**src/rtl/belt_warn_pkg.sv**
```systemverilog
// Shared types and default constants for the seat-belt warning controller.
package belt_warn_pkg;

    typedef enum logic [1:0] {
        IDLE       = 2'd0,
        WARN_CHIME = 2'd1,
        WARN_QUIET = 2'd2
    } belt_state_e;

    localparam int DEF_DEBOUNCE_CYCLES = 4;
    localparam int DEF_BLINK_HALF      = 8;
    localparam int DEF_CHIME_CYCLES    = 32;

    // Bits needed for a counter spanning 0..n-1, never narrower than one bit.
    function automatic int cntWidth(input int n);
        return (n < 2) ? 1 : $clog2(n);
    endfunction

endpackage

```
**src/rtl/belt_debounce.sv**
```systemverilog
// Single-bit switch debouncer: a changed input is accepted only after it
// holds for DEBOUNCE_CYCLES consecutive samples.
module belt_debounce
    import belt_warn_pkg::*;
#(
    parameter int DEBOUNCE_CYCLES = DEF_DEBOUNCE_CYCLES
) (
    input  logic clk,
    input  logic rst,
    input  logic i_x,
    output logic o_dx
);

    localparam int            CW       = cntWidth(DEBOUNCE_CYCLES);
    localparam logic [CW-1:0] CNT_LAST = CW'(DEBOUNCE_CYCLES - 1);

    logic [CW-1:0] r_cnt;
    logic          r_dx;

    // Any sample matching the accepted value restarts the qualification run.
    always_ff @(posedge clk) begin
        if (rst) begin
            r_dx  <= 1'b0;
            r_cnt <= '0;
        end else if (i_x == r_dx) begin
            r_cnt <= '0;
        end else if (r_cnt == CNT_LAST) begin
            r_dx  <= i_x;
            r_cnt <= '0;
        end else begin
            r_cnt <= r_cnt + 1'b1;
        end
    end

    assign o_dx = r_dx;

endmodule

```
**src/rtl/belt_warn_ctrl.sv**
```systemverilog
// Seat-belt warning controller: debounced key/seat/belt switches drive a
// registered warning flag, a blinking lamp and a time-limited chime.
module belt_warn_ctrl
    import belt_warn_pkg::*;
#(
    parameter int DEBOUNCE_CYCLES = DEF_DEBOUNCE_CYCLES,
    parameter int BLINK_HALF      = DEF_BLINK_HALF,
    parameter int CHIME_CYCLES    = DEF_CHIME_CYCLES
) (
    input  logic clk,
    input  logic rst,
    input  logic k,
    input  logic p,
    input  logic s,
    output logic w,
    output logic lamp,
    output logic chime
);

    localparam int             BW         = cntWidth(2 * BLINK_HALF);
    localparam logic [BW-1:0]  BLINK_LAST = BW'(2 * BLINK_HALF - 1);
    localparam logic [BW-1:0]  BLINK_ON   = BW'(BLINK_HALF);
    localparam int             CCW        = cntWidth(CHIME_CYCLES);
    localparam logic [CCW-1:0] CHIME_LAST = CCW'(CHIME_CYCLES - 1);

    logic w_dk;
    logic w_dp;
    logic w_ds;
    logic w_cond;

    belt_debounce #(.DEBOUNCE_CYCLES(DEBOUNCE_CYCLES)) u_debK (
        .clk (clk), .rst (rst), .i_x (k), .o_dx (w_dk)
    );
    belt_debounce #(.DEBOUNCE_CYCLES(DEBOUNCE_CYCLES)) u_debP (
        .clk (clk), .rst (rst), .i_x (p), .o_dx (w_dp)
    );
    belt_debounce #(.DEBOUNCE_CYCLES(DEBOUNCE_CYCLES)) u_debS (
        .clk (clk), .rst (rst), .i_x (s), .o_dx (w_ds)
    );

    assign w_cond = w_dk & w_dp & ~w_ds;

    belt_state_e    r_state;
    logic [CCW-1:0] r_chimeCnt;
    logic [BW-1:0]  r_blinkCnt;
    logic           r_w;
    logic           r_lamp;
    logic           r_chime;
    logic [BW-1:0]  w_blinkNext;

    // Entering a warning episode starts the blink phase at zero so the lamp leads with "on".
    always_comb begin
        w_blinkNext = '0;
        if (r_state != IDLE && r_blinkCnt != BLINK_LAST) begin
            w_blinkNext = r_blinkCnt + 1'b1;
        end
    end

    // Outputs are registered alongside the state so they change on the same edge as w.
    always_ff @(posedge clk) begin
        if (rst) begin
            r_state    <= IDLE;
            r_chimeCnt <= '0;
            r_blinkCnt <= '0;
            r_w        <= 1'b0;
            r_lamp     <= 1'b0;
            r_chime    <= 1'b0;
        end else begin
            r_w <= w_cond;
            if (!w_cond) begin
                r_state    <= IDLE;
                r_chimeCnt <= '0;
                r_blinkCnt <= '0;
                r_lamp     <= 1'b0;
                r_chime    <= 1'b0;
            end else begin
                r_blinkCnt <= w_blinkNext;
                r_lamp     <= (w_blinkNext < BLINK_ON);
                case (r_state)
                    IDLE: begin
                        r_state    <= WARN_CHIME;
                        r_chimeCnt <= '0;
                        r_chime    <= 1'b1;
                    end
                    WARN_CHIME: begin
                        if (r_chimeCnt == CHIME_LAST) begin
                            r_state <= WARN_QUIET;
                            r_chime <= 1'b0;
                        end else begin
                            r_chimeCnt <= r_chimeCnt + 1'b1;
                            r_chime    <= 1'b1;
                        end
                    end
                    WARN_QUIET: begin
                        r_chime <= 1'b0;
                    end
                    default: begin
                        r_state <= IDLE;
                        r_chime <= 1'b0;
                    end
                endcase
            end
        end
    end

    assign w     = r_w;
    assign lamp  = r_lamp;
    assign chime = r_chime;

endmodule

```
**config.mk**
```make
export PLATFORM = sky130hd
export DESIGN_NAME = belt_warn_ctrl
export DESIGN_NICKNAME = d
export VERILOG_FILES = /design/src/rtl/belt_warn_pkg.sv /design/src/rtl/belt_debounce.sv /design/src/rtl/belt_warn_ctrl.sv
export SDC_FILE = /design/constraint.sdc
export NUM_CORES = 1
export LEC_CHECK = 0
export BUFFER_PORTS_ARGS = -buffer_cell sky130_fd_sc_hd__buf_2
export CORE_MARGIN = 4
export CORE_UTILIZATION = 55
export CTS_CLUSTER_SIZE = 40
export DETAILED_ROUTE_END_ITERATION = 10
export GPL_TIMING_DRIVEN = 0
export HOLD_SLACK_MARGIN = 0.12
export PLACE_DENSITY = 0.74
export SYNTH_ARGS = -nofsm -noshare
export SYNTH_HDL_FRONTEND = slang
export SYNTH_SLANG_ARGS = --single-unit
```
**constraint.sdc**
```tcl
create_clock -name clk -period 2.2 [get_ports clk]
set_input_delay 0.22 -clock clk [delete_from_list [all_inputs] [get_ports clk]]
set_output_delay 0.22 -clock clk [all_outputs]
set_load 0.01 [all_outputs]
```
* Word-level counts from Yosys, hierarchy flattened
Cells that the tools add are included.
** Operators by class
- Reduce and logical (&&, ||, !) cells :: 13
- Magnitude comparators :: 1
- Eq/ne operators :: 12
- Add/sub/neg operators :: 5
- Mux-type cells :: 7
- Bitwise operators :: 8
** Operator list (count)
- case mux 5 bit (2 select lines) :: 1
- AND reduction 2 bit :: 5
- OR reduction 3 bit :: 3
- == test 2 bit, second input constant :: 4
- adder 2 x 1 -> 2 bit, second input constant :: 3
- NOT 1 bit :: 6
- case mux 2 bit (3 select lines) :: 1
- adder 5 x 1 -> 5 bit, second input constant :: 1
- == test 5 bit, second input constant :: 1
- two-way mux 5 bit :: 1
- adder 4 x 1 -> 4 bit, second input constant :: 1
- < comparator 4 bit, second input constant :: 1
- two-way mux 4 bit :: 1
- != test 2 bit, second input constant :: 2
- != test 4 bit, second input constant :: 1
- nonzero test 2 bit :: 2
- == test 1 bit :: 3
- bitwise AND 1 bit :: 2
- == test 2 x 1 -> 1 bit, second input constant :: 1
- zero test 2 bit :: 1
- two-way mux 2 bit :: 1
- case mux 1 bit (2 select lines) :: 1
- OR reduction 2 bit :: 1
- logical AND 1 bit :: 1
- two-way mux 1 bit :: 1
** Word-level totals
- Logic and storage cells :: 58
- Input bits :: 5
- Bits in registers :: 23

* Longest topological paths before layout
- Depth in word-level cells :: 4
- Depth in mapped cells :: 7
- Gate-level depth less buffers :: 7

* Cells and area by module
From an unflattened synthesis, not the netlist that was laid out.
** Unflattened totals
- Cells, all modules :: 95
- Area, all modules :: 943.4 sq um
** Modules (own cells, without submodules)
- belt_warn_ctrl :: times used 1, area an instance 594.3 sq um, cells an instance 68
- belt_debounce :: times used 3, area an instance 116.4 sq um, cells an instance 9

* Least setup slack after synthesis
OpenSTA, ideal clock, no wires.
- Kind :: reg-to-reg
- Start :: register r_chimeCnt[0]
- End :: register r_chimeCnt[3]
- Period minus slack after synthesis :: 1.597 ns
- Cell stages (with the launch flop) :: 8
- Arrival :: 1.527 ns
- Data required time :: 2.130 ns
- Path slack :: 0.603 ns
- Cells stage by stage :: dfxtp_1 > ha_1 > and3_1 > ha_1 > nand4b_4 > nor4b_2 > a31oi_1 > a21oi_1
** On the way
- Cells in the longest elaborated chain, start to end :: 3
** Ends and longest elaborated chain
- from (decl) :: line belt_warn_ctrl.sv:44 : logic [CCW-1:0] r_chimeCnt;
- from (signal assigned) :: line belt_warn_ctrl.sv:90 : r_chimeCnt <= r_chimeCnt + 1'b1;
- adder 5 x 1 -> 5 bit / == test 5 bit (equally long branches) :: line belt_warn_ctrl.sv:90, belt_warn_ctrl.sv:86
- two-way mux 5 bit / != test 2 bit (equally long branches)
- case mux 5 bit (2 select lines) / AND reduction 2 bit (equally long branches)
Several ways; a longest one is shown, not always the timed one. The select of a mux whose other input is x is not followed.
A chain may end at the register's enable or synchronous reset.

* Worst setup path after layout
- Start :: register r_chimeCnt[0]
- End :: register r_chimeCnt[0]
Same word-level chain as after synthesis.

==> results.py <==
metrics = {
    "routing": {
        "wirelength_mm": 1.41,
        "drt-pass1-iter-count": 3,
        "ant_nets": 0,
        "viasPerCell": 5.39,
        "drt_iter0_drc": 5,
        "drc": 0,
        "vias": 642,
        "wire_per_inst_microns": 11.8,
    },
    "sta": {
        "finalHoldViolations": 0,
        "clock.fmax_mhz": 549,
        "tightest_slew_ns": 0.299,
        "rsz0062_at_grt": "no",
        "min_period_ns": 1.82,
        "finalSetupTns_ns": 0,
        "timing.final.crit_share": 0.828,
        "fin_skew_ns": 0.00395,
        "drv_slew": 0,
        "setup-violations-final": 0,
        "relSlewSlack": 0.800,
    },
    "yosys": {
        "syn_inst": 92,
        "synth_edf_count": 0,
        "yosysMostFrequentCell": "dfxtp_1",
        "synth.largest_area_cell": "dfxtp_1",
        "synth_commonest_cells": "dfxtp_1 (23), nor2_1 (18), ha_1 (6)",
        "synth_area_sq_um": 941,
        "ys_warn_count": 0,
        "ys_ff_latch": 23,
        "synth.avg_cell_area_sq_um": 10.2,
        "synth-seq-area-share": 0.489,
        "synth_cell_types": 29,
        "async_flop_share": 0,
        "synth_nets": 103,
        "synth_top_area_share": 0.489,
        "yosys-top-cells-area": "dfxtp_1 (49%), ha_1 (8.0%), nor2_1 (7.2%), xnor2_1 (4.7%), mux2i_1 (3.2%)",
        "synthFlopType": "dfxtp_1",
    },
    "clock_tree": {
        "clk_pin_slew_ns": 0.12,
        "cts_setup_buffers": 0,
        "cts_resized": 0,
        "cts_tree": "built",
        "cts_max_level": 1,
        "holdBufCountCts": 0,
        "insertion_delay_ns": 0.31,
        "clock_path_buffers": 2,
        "clockRootBuffer": "clkbuf_4",
        "clock_sinks": 23,
        "numCtsBuffers": 3,
    },
    "power": {
        "p_sw_uw": 133,
        "swShare": 0.209,
        "p_total_uw": 634,
        "irDropWorstVdd_mv": 0.389,
        "power_frac_seq": 0.671,
        "p_leak_uw": 0.000466,
        "powerDensity_mw_per_mm2": 619,
        "p_int_uw": 501,
        "pwr-share-comb": 0.032,
        "p_clk_frac": 0.297,
    },
    "cells_and_area": {
        "area_delta_synth_final_pct": 8.78,
        "fillCellCount": 145,
        "layoutNonFillerInstCount": 119,
        "drive_gt1_frac": 0.194,
        "num-nets-final": 115,
        "fin_util": 0.657,
        "diodes": 0,
        "fin_area_sq_mm": 0.00102,
    },
    "setup_path": {
        "worst_path_max_delay_cell": "dfxtp_1",
        "crit_chain": "ha_1 > and3_1 > ha_1 > nor2_1 > mux2_2 > a22oi_1 > nor2_1",
        "crit_required_ns": 2.41,
        "path_buf_inv": 0,
        "crit_arrival_ns": 2.03,
        "critical_path.max_fanout": 7,
        "critPathKind": "reg -> reg",
        "end_kind": "flip-flop",
        "critPathMaxStageDelay_ns": 0.44,
        "crit_family": "adder cells",
        "start_kind": "flip-flop",
    },
    "grt": {
        "grt_pass1_vias": 595,
        "antenna_found_initial": 0,
        "grt_pass1_wl_mm": 2.48,
        "grt-ovfl-total": 0,
        "grt_use_total": 0.133,
        "grt_max_degree": 14,
    },
    "die": {
        "rows": 14,
        "die_h_microns": 49.4,
        "die_area_sq_mm": 0.00244,
        "die_x_microns": 49.4,
        "io_pins": 8,
        "start_util": 0.604,
        "design.core.area_sq_mm": 0.00156,
    },
    "flow_run": {
        "drv_cap": 0,
    },
    "placement": {
        "portBuffers": 7,
        "place.gp.congestion": 0.790,
        "placed_area_sq_um": 996,
        "hpwlAfterDp_mm": 1.09,
        "placed_cells": 115,
    },
    "worst_hold_path": {
        "hold_path_class": "in -> reg",
    },
    "outcome": {
        "outcome": "complete, no violations",
    },
}
sequential cells by signal, indices dropped and copies added (netlist names):
name          cells
u_debK.r_cnt      2
lamp              1
r_blinkCnt        4
r_state           2
chime             1
w                 1
u_debK.o_dx       1
u_debS.r_cnt      2
u_debP.r_cnt      2
u_debP.o_dx       1
u_debS.o_dx       1
r_chimeCnt        5
logic make-up after synthesis:
kind of cell / Yosys count / share of synthesized area
and+or+nand+nor: 33 / 0.202
xor gates and xnor gates: 5 / 0.0465
adders and majority gates: 6 / 0.0798
AOI/OAI and AO/OA: 13 / 0.0931
DFF: 23 / 0.489
buffers and inverters: 8 / 0.0452
muxes: 4 / 0.0439
power by group through the flow:
| stage | sequential, uW | combinational [uW] | clock (uW) |
|---|---|---|---|
| after CTS | 426 | 20.7 | 199 |
| final | 425 | 20.3 | 188 |
| after detailed placement | 435 | 21.0 | 0 |
| after floorplan | 434 | 12.8 | 0 |
| after global routing | 426 | 23.2 | 216 |
| after global placement | 434 | 19.2 | 0 |
layout by cell type, fill, tap and decap left out, drive strengths merged:
| cell | count |
|---|---|
| nand3b | 1 |
| nor2 | 18 |
| ha | 6 |
| a21o | 1 |
| mux2i | 3 |
| a22o | 1 |
| inv | 5 |
| xnor2 | 5 |
| a21oi | 4 |
| nand3 | 1 |
| buf | 10 |
| clkinv | 1 |
| a21boi | 1 |
| a32oi | 1 |
| a31oi | 2 |
| mux2 | 1 |
| o21ai | 1 |
| nand4b | 2 |
| dfxtp | 23 |
| nand2 | 2 |
| and3 | 3 |
| clkbuf | 3 |
| a22oi | 2 |
| nand2b | 1 |
| nor4b | 1 |
| nand4bb | 1 |
| or3 | 3 |
worst paths after layout:
path                    from         endpoint  slack, ns  depth (start not counted)
max reg2reg    r_chimeCnt[0]    r_chimeCnt[0]       0.38                          7
min                      rst      u_debK.o_dx       0.14                          2
max            r_chimeCnt[0]    r_chimeCnt[0]       0.38                          7
min reg2reg  u_debS.r_cnt[0]  u_debS.r_cnt[0]       0.43                          1
worst reg2reg max path: stages, from the launching register on:
cell and delay, ns:
dfxtp_1 0.44, ha_1 0.22, and3_1 0.18, ha_1 0.28, nor2_1 0.12, mux2_2 0.28, a22oi_1 0.14, nor2_1 0.06
routing by layer:
metal  share of wire  wire length [microns]  global-route usage
met1            0.45                    626               0.150
met2            0.49                    692               0.223
met3           0.035                     49              0.0398
met4           0.025                     35              0.0711
met5               0                      0                   0
cell type report:
type | count | area (sq um) | area share
Sequential cell | 23 | 460 | 0.450
Multi-Input combinational cell | 61 | 438 | 0.428
Timing Repair Buffer | 7 | 35.0 | 0.0342
Buffer | 3 | 23.8 | 0.0232
Clock buffer | 3 | 22.5 | 0.0220
Tap cell | 16 | 20.0 | 0.0196
Inverter | 5 | 18.8 | 0.0183
Clock inverter | 1 | 5.00 | 0.00489
metrics by stage:
| step | setup slack [ns] | hold WS, ns |
|---|---|---|
| finish | 0.379 | 0.138 |
| global route | 0.237 | 0.125 |
| CTS | 0.350 | 0.125 |
| detailed placement | 0.369 | 0.411 |
| global placement | 0.446 | 0.406 |
| floorplan | 0.603 | 0.292 |
Note: power is estimated with default switching activity, not from simulation.
